===== src/rtl/denise_collision.sv =====
// rtl/denise_collision.sv - sprite/playfield collision detector (CLXDAT/CLXCON/CLXCON2)
// Optional macro DENISE_CLXCON2_EN adds CLXCON2 so planes 7/8 join the playfield match.
module denise_collision #(
  parameter logic [8:0] CLXDAT  = 9'h00e,
  parameter logic [8:0] CLXCON  = 9'h098,
  parameter logic [8:0] CLXCON2 = 9'h10e
) (
  input  logic        clk,
  input  logic        reset,
  input  logic        clk7_en,
  input  logic        aga,
  input  logic [8:1]  reg_address_in,
  input  logic [15:0] data_in,
  output logic [15:0] data_out,
  input  logic [8:1]  bpldata,
  input  logic [7:0]  nsprite,
  input  logic        window
);

  logic [15:0] clxcon;
  logic [14:0] clxdat;
  logic [14:0] hit;
  logic [8:1]  enbp;
  logic [8:1]  mvbp;
  logic [8:1]  plane_match;
  logic        odd_hit;
  logic        even_hit;
  logic        sg0, sg2, sg4, sg6;
  logic        rd;
  logic        wr_clxcon;

  assign rd        = (reg_address_in == CLXDAT[8:1]);
  assign wr_clxcon = (reg_address_in == CLXCON[8:1]);

`ifdef DENISE_CLXCON2_EN
  // Only ENBP8/7 and MVBP8/7 are meaningful, so only those bits are kept.
  logic [3:0] clxcon2;
  logic       wr_clxcon2;

  assign wr_clxcon2 = aga && (reg_address_in == CLXCON2[8:1]);

  always_ff @(posedge clk) begin
    if (clk7_en) begin
      if (reset) begin
        clxcon2 <= 4'h0;
      end else if (wr_clxcon) begin
        clxcon2 <= 4'h0;
      end else if (wr_clxcon2) begin
        clxcon2 <= {data_in[7:6], data_in[1:0]};
      end
    end
  end

  assign enbp = {clxcon2[3:2], clxcon[11:6]};
  assign mvbp = {clxcon2[1:0], clxcon[5:0]};
`else
  logic unused_aga;
  assign unused_aga = aga;
  assign enbp = {2'b00, clxcon[11:6]};
  assign mvbp = {2'b00, clxcon[5:0]};
`endif

  // A disabled plane always matches; an enabled one must equal its match value.
  assign plane_match = ~enbp | ~(bpldata ^ mvbp);
  assign odd_hit     = plane_match[1] & plane_match[3] & plane_match[5] & plane_match[7];
  assign even_hit    = plane_match[2] & plane_match[4] & plane_match[6] & plane_match[8];

  assign sg0 = nsprite[0] | (clxcon[12] & nsprite[1]);
  assign sg2 = nsprite[2] | (clxcon[13] & nsprite[3]);
  assign sg4 = nsprite[4] | (clxcon[14] & nsprite[5]);
  assign sg6 = nsprite[6] | (clxcon[15] & nsprite[7]);

  always_comb begin
    hit     = 15'h0000;
    hit[0]  = odd_hit & even_hit;
    hit[1]  = odd_hit & sg0;
    hit[2]  = odd_hit & sg2;
    hit[3]  = odd_hit & sg4;
    hit[4]  = odd_hit & sg6;
    hit[5]  = even_hit & sg0;
    hit[6]  = even_hit & sg2;
    hit[7]  = even_hit & sg4;
    hit[8]  = even_hit & sg6;
    hit[9]  = sg0 & sg2;
    hit[10] = sg0 & sg4;
    hit[11] = sg0 & sg6;
    hit[12] = sg2 & sg4;
    hit[13] = sg2 & sg6;
    hit[14] = sg4 & sg6;
    hit     = hit & {15{window}};
  end

  // Clear-on-read still ORs in this cycle's hits so none are lost.
  always_ff @(posedge clk) begin
    if (clk7_en) begin
      if (reset) begin
        clxcon <= 16'h0000;
        clxdat <= 15'h0000;
      end else begin
        clxdat <= (rd ? 15'h0000 : clxdat) | hit;
        if (wr_clxcon) begin
          clxcon <= data_in;
        end
      end
    end
  end

  assign data_out = rd ? {1'b1, clxdat} : 16'h0000;

endmodule

===== config.mk =====
export PLATFORM = sky130hd
export DESIGN_NAME = denise_collision
export DESIGN_NICKNAME = d
export VERILOG_FILES = /design/src/rtl/denise_collision.sv
export SDC_FILE = /design/constraint.sdc
export NUM_CORES = 1
export LEC_CHECK = 0
export CAP_MARGIN = 25
export CELL_PAD_IN_SITES_DETAIL_PLACEMENT = 1
export CELL_PAD_IN_SITES_GLOBAL_PLACEMENT = 1
export CORE_ASPECT_RATIO = 0.9
export CORE_UTILIZATION = 29
export CTS_CLUSTER_SIZE = 8
export DETAILED_ROUTE_END_ITERATION = 8
export PLACE_DENSITY_LB_ADDON = 0.1
export SLEW_MARGIN = 30
export SYNTH_ARGS = -nofsm -noshare
export SYNTH_HDL_FRONTEND = slang
export SYNTH_SLANG_ARGS = --single-unit
export TNS_END_PERCENT = 50

===== constraint.sdc =====
create_clock -name clk -period 1.7 [get_ports clk]
set_input_delay 0.17 -clock clk [delete_from_list [all_inputs] [get_ports clk]]
set_output_delay 0.17 -clock clk [all_outputs]
set_load 0.02 [all_outputs]

* Word-level counts from Yosys, hierarchy flattened
Cells that the tools add are included.
Operators by class: add/subtract/negate cells 0, multiply operators 0, divide/modulo/power cells 0, $lt $le $gt $ge 0, eq/ne operators 2, shift operators 0, muxes and demuxes 3, bitwise gates (word level) 35, reduce and logical (&&, ||, !) cells 2
Operators by type and width (count):
- $mux 16 | 2
- $and 1x1->1 | 25
- $and 15x15->15 | 1
- $mux 15 | 1
- $or 15x15->15 | 1
- $eq 8x3->1 const B | 1
- $eq 8x7->1 const B | 1
- $not 6->8 | 1
- $not 8->8 | 1
- $or 8x8->8 | 1
- $xor 8x6->8 | 1
- $or 1x1->1 | 4
- $reduce_and 2->1 | 1
- $reduce_bool 2->1 | 1
Word-level totals: flip-flop bits (word level) 31, latch bits 0, bits in writable memories 0, ROM bits 0, input port bits 45, output and inout bits 16, word-level logic and storage cells 44, memories kept 0

* Logic depth before layout (Yosys ltp)
Gate-level depths: netlist of the first run.
depth after elaboration 9, depth in mapped cells 5, gate-level depth less buffers 5

* Least setup slack after synthesis of the first run
Ideal clock, no wire load.
kind in2reg, from input port reg_address_in[6] in the netlist's numbering, to register clxcon[0], enable pin, library setup time 0.390 ns, data arrival time 1.444 ns, required time 1.310 ns, path slack -0.134 ns, stages on the path 3, cells stage by stage nor4b_1 a41oi_1 nor2b_1
Between the ends: longest elaborated chain between the ends 3
RTL lines:
- start: declaration | RTL line 12 | input logic [8:1] reg_address_in,
- $eq 8x7->1 | RTL line 33 | assign wr_clxcon = (reg_address_in == CLXCON[8:1]);
- $reduce_bool 2->1 (no line)
- $reduce_and 2->1 (no line)
- end signal: assignment | RTL line 102 | clxcon <= data_in;
- end: declaration | RTL line 20 | logic [15:0] clxcon;
Every way passes these cells. A chain may end at the register's enable or synchronous reset.

* Final worst setup path of the first run
from input port reg_address_in[5] in the netlist's numbering, to output port data_out[1]
Between the ends: longest elaborated chain between the ends 2
RTL lines:
- $eq 8x3->1 | RTL line 32 | assign rd = (reg_address_in == CLXDAT[8:1]);
- $mux 16 | RTL line 108 | assign data_out = rd ? {1'b1, clxdat} : 16'h0000;
- end: declaration | RTL line 14 | output logic [15:0] data_out,
Every way passes these cells.

==> flow_metrics.py, run 1 <==
metrics = {
    "global_route": {
        "grt_pass1_vias": 1298,
        "grt_max_degree": 16,
        "grt_overflow": 0,
        "grt_pass1_wl_mm": 6.49,
        "antenna_found_initial": 0,
        "gr-usage-all-layers_pct": 15.9,
    },
    "hold_path": {
        "worstHoldPathCells": 2,
        "min_to": "clxcon[13]",
        "holdCritStartpoint": "data_in[13]",
        "min-delay-path-class": "in -> reg",
    },
    "detailed_routing": {
        "finalWirelength_mm": 3.98,
        "vias": 1222,
        "drt-pass1-iter-count": 4,
        "post_drt_wl_per_cell_um": 15.2,
        "drc": 0,
        "antenna_left": 0,
        "drtIter0Drc": 38,
        "drt-vias-per-instance": 4.68,
    },
    "worst_setup_path": {
        "path_cells": "dlygate4sd2_1 > nor4b_4 > nand4_1 > inv_2 > buf_6 > and2_4 > buf_6",
        "critPathMaxStageDelay_ns": 0.28,
        "arrival_ns": 1.42,
        "path_common_cell": "buf_6",
        "r2r_slack_ns": 0.17,
        "regToRegEndpoint": "clxdat[0]",
        "cp_max_fo": 7,
        "end_kind": "primary output",
        "critPathSlowestCell": "nor4b_4",
        "cp_top_family": "buffers and inverters",
        "crit_type": "in -> out",
        "critPathLaunchType": "input pin",
        "worst-path-buf-inv": 4,
        "worst_ep_required_time_ns": 1.53,
        "worst_r2r_path_depth": 5,
        "worstReg2RegStart": "clxcon[0]",
    },
    "clocking": {
        "hold_buffers": 0,
        "clock_path_buffers": 2,
        "clockRootBuffer": "clkbuf_8",
        "cts_tree": "yes",
        "clk_latency_ns": 0.28,
        "cts.clk_slew.worst_paths_ns": 0.06,
        "cts_buffers": 5,
        "cts_htree_levels": 2,
        "cts.sinks": 31,
    },
    "sta": {
        "hold_viol": 0,
        "setup-violations-final": 0,
        "rsz0062_at_grt": "false",
        "worstMarginPinSlew_ns": 0.329,
        "min_period_ns": 1.59,
        "fmax_ghz": 0.627,
        "min_period_over_period_pct": 93.8,
        "fin_skew_ns": 0.00530,
        "drv_slew": 0,
        "relSlewSlack_pct": 77.8,
        "fin_ws_ns": 0.105,
        "tns_ns": 0,
    },
    "placed_design": {
        "post-place-ws_ns": -0.718,
        "placed_cells": 251,
        "dpl.hpwl_mm": 3.12,
        "globalplace.congestion": 0.769,
        "io_buffers": 57,
    },
    "die": {
        "dieArea_sq_um": 5490,
        "fp.dieH_um": 70.4,
        "initial_core_util_pct": 30.6,
        "dieWidth_um": 78.0,
        "boundaryPins": 61,
        "core-area_sq_um": 4920,
        "row_count": 24,
    },
    "final_layout": {
        "multi_input_area_sq_um": 568,
        "fill_cells": 543,
        "area_growth_pct": 56.8,
        "drive_above_1_share_pct": 24.0,
        "nets": 240,
        "utilization_pct": 48.0,
        "n_antenna_cell": 0,
        "instances_no_fill": 261,
        "seqCellArea_sq_um": 931,
    },
    "flow_run": {
        "drv_cap": 0,
    },
    "power_and_ir_drop": {
        "p_total_mw": 1.73,
        "power.leakage_nw": 0.910,
        "powerDensity_nw_per_um2": 731,
        "vdd_drop_max_mv": 0.488,
    },
    "synthesis": {
        "synth_cell_type_count": 23,
        "synth_fp_nets": 168,
        "syn_area_per_cell_sq_um": 12.3,
        "yosysSeqAreaShare_pct": 61.7,
        "syn_area_sq_um": 1510,
        "synth_warnings": 0,
        "syn_inst": 123,
        "ys_ff_latch": 31,
    },
    "outcome": {
        "status": "complete, no violations",
    },
}
## metrics by stage
| step | hold slack [ns] | cell area, sq um |
|---|---|---|
| 5_1_grt | 0.570 | 2360 |
| 4_1_cts | 0.562 | 2360 |
| 6_report | 0.566 | 2360 |
| 3_5_place_dp | 0.557 | 2240 |
| 3_3_place_gp | 0.546 | 2240 |
| 2_1_floorplan | 0.282 | 1510 |
## where the power goes
group / leakage, nW / internal, mW / switching [mW] / total (mW)
sequential: 0.292 / 0.906 / 0.0221 / 0.928
combinational: 0.578 / 0.154 / 0.111 / 0.265
clock: 0.0403 / 0.279 / 0.258 / 0.537
total: 0.910 / 1.34 / 0.391 / 1.73
## sequential cells by signal (all words and copies together), names as in the netlist
| register | flops |
|---|---|
| clxcon | 16 |
| clxdat | 15 |
## logic make-up (layout without fill, tap and decap cells)
group / Yosys count / after routing / synth area share (%)
AND/OR/NAND/NOR: 53 / 53 / 19.2
flip-flops: 31 / 31 / 61.7
AO/OA/AOI/OAI: 23 / 23 / 12.7
buffers and inverters: 10 / 83 / 2.90
XOR/XNOR: 6 / 6 / 3.49
## routing by layer
| metal | track usage (%) | vias to the layer above | share of wire (%) | wire, um |
|---|---|---|---|---|
| li1 | - | 589 | - | - |
| met1 | 19.0 | 590 | 44 | 1740 |
| met2 | 27.2 | 37 | 49 | 1970 |
| met3 | 4.44 | 6 | 5.4 | 213 |
| met4 | 5.56 | 0 | 1.3 | 51 |
| met5 | 0 | - | 0 | 0 |
## cell usage after synthesis
| library cell | count | area (sq um) |
|---|---|---|
| nor2b_1 | 17 | 106 |
| nor4b_1 | 1 | 8.76 |
| nor2_1 | 15 | 56.3 |
| inv_2 | 1 | 3.75 |
| and2_1 | 15 | 93.8 |
| a21oi_1 | 2 | 10.0 |
| a41oi_1 | 1 | 8.76 |
| clkbuf_1 | 3 | 11.3 |
| buf_4 | 1 | 7.51 |
| o32ai_2 | 1 | 16.3 |
| a21o_1 | 3 | 22.5 |
| a22oi_1 | 8 | 60.1 |
| nand2b_1 | 1 | 6.26 |
| a32oi_1 | 3 | 26.3 |
| a32o_1 | 2 | 20.0 |
| a222oi_1 | 1 | 10.0 |
| inv_1 | 3 | 11.3 |
| nand4_1 | 1 | 6.26 |
| nand2_1 | 3 | 11.3 |
| xor2_1 | 6 | 52.6 |
| edfxtp_1 | 31 | 931 |
| o2bb2ai_1 | 2 | 17.5 |
| buf_2 | 2 | 10.0 |
## worst max-delay path by stage
stage                            startpoint            to  cells past startpoint
after floorplan           reg_address_in[6]     clxcon[0]                      3
after global placement    reg_address_in[6]  data_out[12]                      7
after detailed placement  reg_address_in[6]   data_out[5]                      7
after CTS                 reg_address_in[5]  data_out[12]                      7
after global routing      reg_address_in[5]  data_out[13]                      7
final                     reg_address_in[5]   data_out[1]                      7
## layout by cell type, fill, tap and decap left out
cell type	count
and2_4	7
clkbuf_8	5
clkdlybuf4s15_2	1
buf_2	1
a22oi_1	8
nand4_1	1
and2_1	8
xor2_1	6
nand2_1	3
nor2b_1	16
buf_6	12
nor2b_2	1
o2bb2ai_1	2
o32ai_2	1
nor4b_4	1
dlygate4sd2_1	4
buf_12	1
a21oi_1	2
clkinv_1	2
a21o_1	3
clkbuf_1	1
a41oi_1	1
edfxtp_1	31
nor2_1	15
clkdlybuf4s50_1	37
a32o_1	2
a32oi_1	3
a222oi_1	1
inv_1	2
nand2b_1	1
buf_4	15
inv_2	2
## layout make-up
| class | instances | share of cell area [%] |
|---|---|---|
| clock inverters | 2 | 0.317 |
| multi-input cells | 82 | 24.0 |
| well taps | 65 | 3.44 |
| clock buffers | 6 | 3.07 |
| flip-flops and latches | 31 | 39.4 |
| repair buffers | 71 | 29.2 |
| inverters | 4 | 0.635 |
## what timing repair did
| action | CTS | global route |
|---|---|---|
| endpoints found under the setup margin | 37 | 0 |
| gates resized for setup | 104 | 0 |
| setup buffers | 1 | 0 |
(Power assumes the default switching activity.)
==> run 2: changes to the inputs <==
--- a/config.mk
+++ b/config.mk
@@ -12,7 +12,7 @@
 export CORE_UTILIZATION = 29
 export CTS_CLUSTER_SIZE = 8
 export DETAILED_ROUTE_END_ITERATION = 8
-export PLACE_DENSITY_LB_ADDON = 0.1
+export PLACE_DENSITY = 0.78
 export SLEW_MARGIN = 30
 export SYNTH_ARGS = -nofsm -noshare
 export SYNTH_HDL_FRONTEND = slang
==> flow_metrics.py, run 2 (synthesis gave the netlist of run 1 again) <==
metrics = {
    "clocking": {
        "clock_path_buffers": 2,
        "clockRootBuffer": "clkbuf_8",
        "clk_latency_ns": 0.28,
        "cts.clk_slew.worst_paths_ns": 0.06,
        "cts_tree": "yes",
        "cts_buffers": 5,
        "cts.sinks": 31,
        "cts_htree_levels": 2,
    },
    "detailed_routing": {
        "finalWirelength_mm": 3.95,
        "drt-pass1-iter-count": 4,
        "drc": 0,
        "vias": 1221,
        "post_drt_wl_per_cell_um": 15.1,
        "antenna_left": 0,
        "drtIter0Drc": 74,
        "drt-vias-per-instance": 4.68,
    },
    "final_layout": {
        "fill_cells": 512,
        "seqCellArea_sq_um": 931,
        "multi_input_area_sq_um": 586,
        "n_antenna_cell": 0,
        "area_growth_pct": 61.1,
        "drive_above_1_share_pct": 29.6,
        "largest_reg_flops": 16,
        "instances_no_fill": 261,
        "reg_top3": "clxcon x16, clxdat x15",
        "regMostFlops": "clxcon",
        "layout_commonest_cell": "clkdlybuf4s50_1",
        "final_cell_mix": "clkdlybuf4s50_1, edfxtp_1, buf_6, nor2b_1, nor2_1",
        "finalInstanceArea_sq_um": 2430,
        "utilization_pct": 49.3,
        "nets": 242,
    },
    "global_route": {
        "grt_overflow": 0,
        "grt_pass1_vias": 1319,
        "gr-usage-all-layers_pct": 15.5,
        "antenna_found_initial": 0,
        "grt_pass1_wl_mm": 6.40,
        "grt_max_degree": 17,
    },
    "worst_setup_path": {
        "crit_start": "reg_address_in[7]",
        "arrival_ns": 1.43,
        "path_cells": "clkdlybuf4s50_1 > nor2_1 > nand4_1 > inv_2 > buf_6 > buf_16 > and2_4 > buf_6",
        "regToRegEndpoint": "clxdat[0]",
        "r2r_slack_ns": 0.16,
        "cp_top_family": "buffers and inverters",
        "crit_type": "in -> out",
        "worst_r2r_path_depth": 5,
        "critPathSlowestCell": "clkdlybuf4s50_1",
        "end_kind": "primary output",
        "path_common_cell": "buf_6",
        "critPathLaunchType": "input pin",
        "worst_ep_required_time_ns": 1.53,
        "critPathMaxStageDelay_ns": 0.42,
        "worstReg2RegStart": "clxcon[0]",
        "worst-path-buf-inv": 5,
        "cp_max_fo": 8,
    },
    "placed_design": {
        "dpl.hpwl_mm": 2.98,
        "placed_cells": 247,
        "post-place-ws_ns": -0.677,
        "placed_area_sq_um": 2220,
        "io_buffers": 57,
        "globalplace.congestion": 0.834,
    },
    "hold_path": {
        "min_to": "clxcon[2]",
        "worstHoldPathCells": 2,
        "holdCritStartpoint": "data_in[2]",
        "min-delay-path-class": "in -> reg",
    },
    "sta": {
        "min_period_over_period_pct": 94.3,
        "rsz0062_at_grt": "false",
        "tns_ns": 0,
        "min_period_ns": 1.60,
        "hold_viol": 0,
        "fin_skew_ns": 0.00628,
        "setup-violations-final": 0,
        "fin_ws_ns": 0.0974,
        "relSlewSlack_pct": 73.5,
        "hold_ws_ns": 0.564,
        "worstMarginPinSlew_ns": 0.397,
        "drv_slew": 0,
        "fmax_ghz": 0.624,
    },
    "power_and_ir_drop": {
        "power.leakage_nw": 0.937,
        "p_total_mw": 1.71,
        "powerDensity_nw_per_um2": 706,
        "vdd_drop_max_mv": 0.332,
    },
    "die": {
        "dieWidth_um": 78.0,
        "row_count": 24,
        "dieArea_sq_um": 5490,
        "boundaryPins": 61,
        "fp.dieH_um": 70.4,
        "core-area_sq_um": 4920,
        "initial_core_util_pct": 30.6,
    },
    "outcome": {
        "status": "complete, no violations",
    },
    "flow_run": {
        "drv_cap": 0,
    },
}
## run 2: changes by cell type in the layout (fill, tap and decap cells not counted), sizes merged
cell / before / now
dlygate4sd2: 4 / 1
clkinv: 2 / 0
buf: 29 / 32
clkbuf: 6 / 8
## run 2: cell type report
cell class	count	area share [%]
clock buffers	6	2.99
inverters	4	0.618
multi-input cells	82	24.1
flip-flops and latches	31	38.3
well taps	65	3.35
repair buffers	73	30.6
## run 2: report_power, final
part           switching [mW]  internal, mW
clock                   0.252         0.272
sequential             0.0243         0.906
combinational           0.110         0.151
## run 2: what timing repair did
item	4_1_cts	5_1_grt
gates resized for setup	117	5
hold buffers	0	0
endpoints found under the hold margin	0	0
cloned	1	0
setup endpoints to repair	18	17
pin swaps	2	2
setup buffers	6	1
## run 2: layer usage
metal  global-route usage (%)  vias to the layer above  share of wire, %
li1                         -                      591                 -
met1                     18.1                      579                42
met2                     27.9                       51                51
met3                     3.79                        0               7.2
met4                     4.94                        0                 0
met5                        0                        -                 0
## run 2: worst max-delay path by stage
stage | endpoint | cells after the start | slack (ns)
final | data_out[10] | 8 | 0.1
after floorplan | clxcon[0] | 3 | 0.14
after CTS | data_out[10] | 8 | 0.03
after detailed placement | data_out[10] | 7 | -0.68
after global routing | data_out[10] | 8 | 0.004
after global placement | data_out[7] | 7 | -0.56
==> run 3: changes to the inputs <==
--- a/config.mk
+++ b/config.mk
@@ -5,7 +5,7 @@
 export SDC_FILE = /design/constraint.sdc
 export NUM_CORES = 1
 export LEC_CHECK = 0
-export CAP_MARGIN = 25
+export CAP_MARGIN = 20
 export CELL_PAD_IN_SITES_DETAIL_PLACEMENT = 1
 export CELL_PAD_IN_SITES_GLOBAL_PLACEMENT = 1
 export CORE_ASPECT_RATIO = 0.9
==> results of run 3 <==
No change in the layout: final DEF, timing and power equal those of run 2.
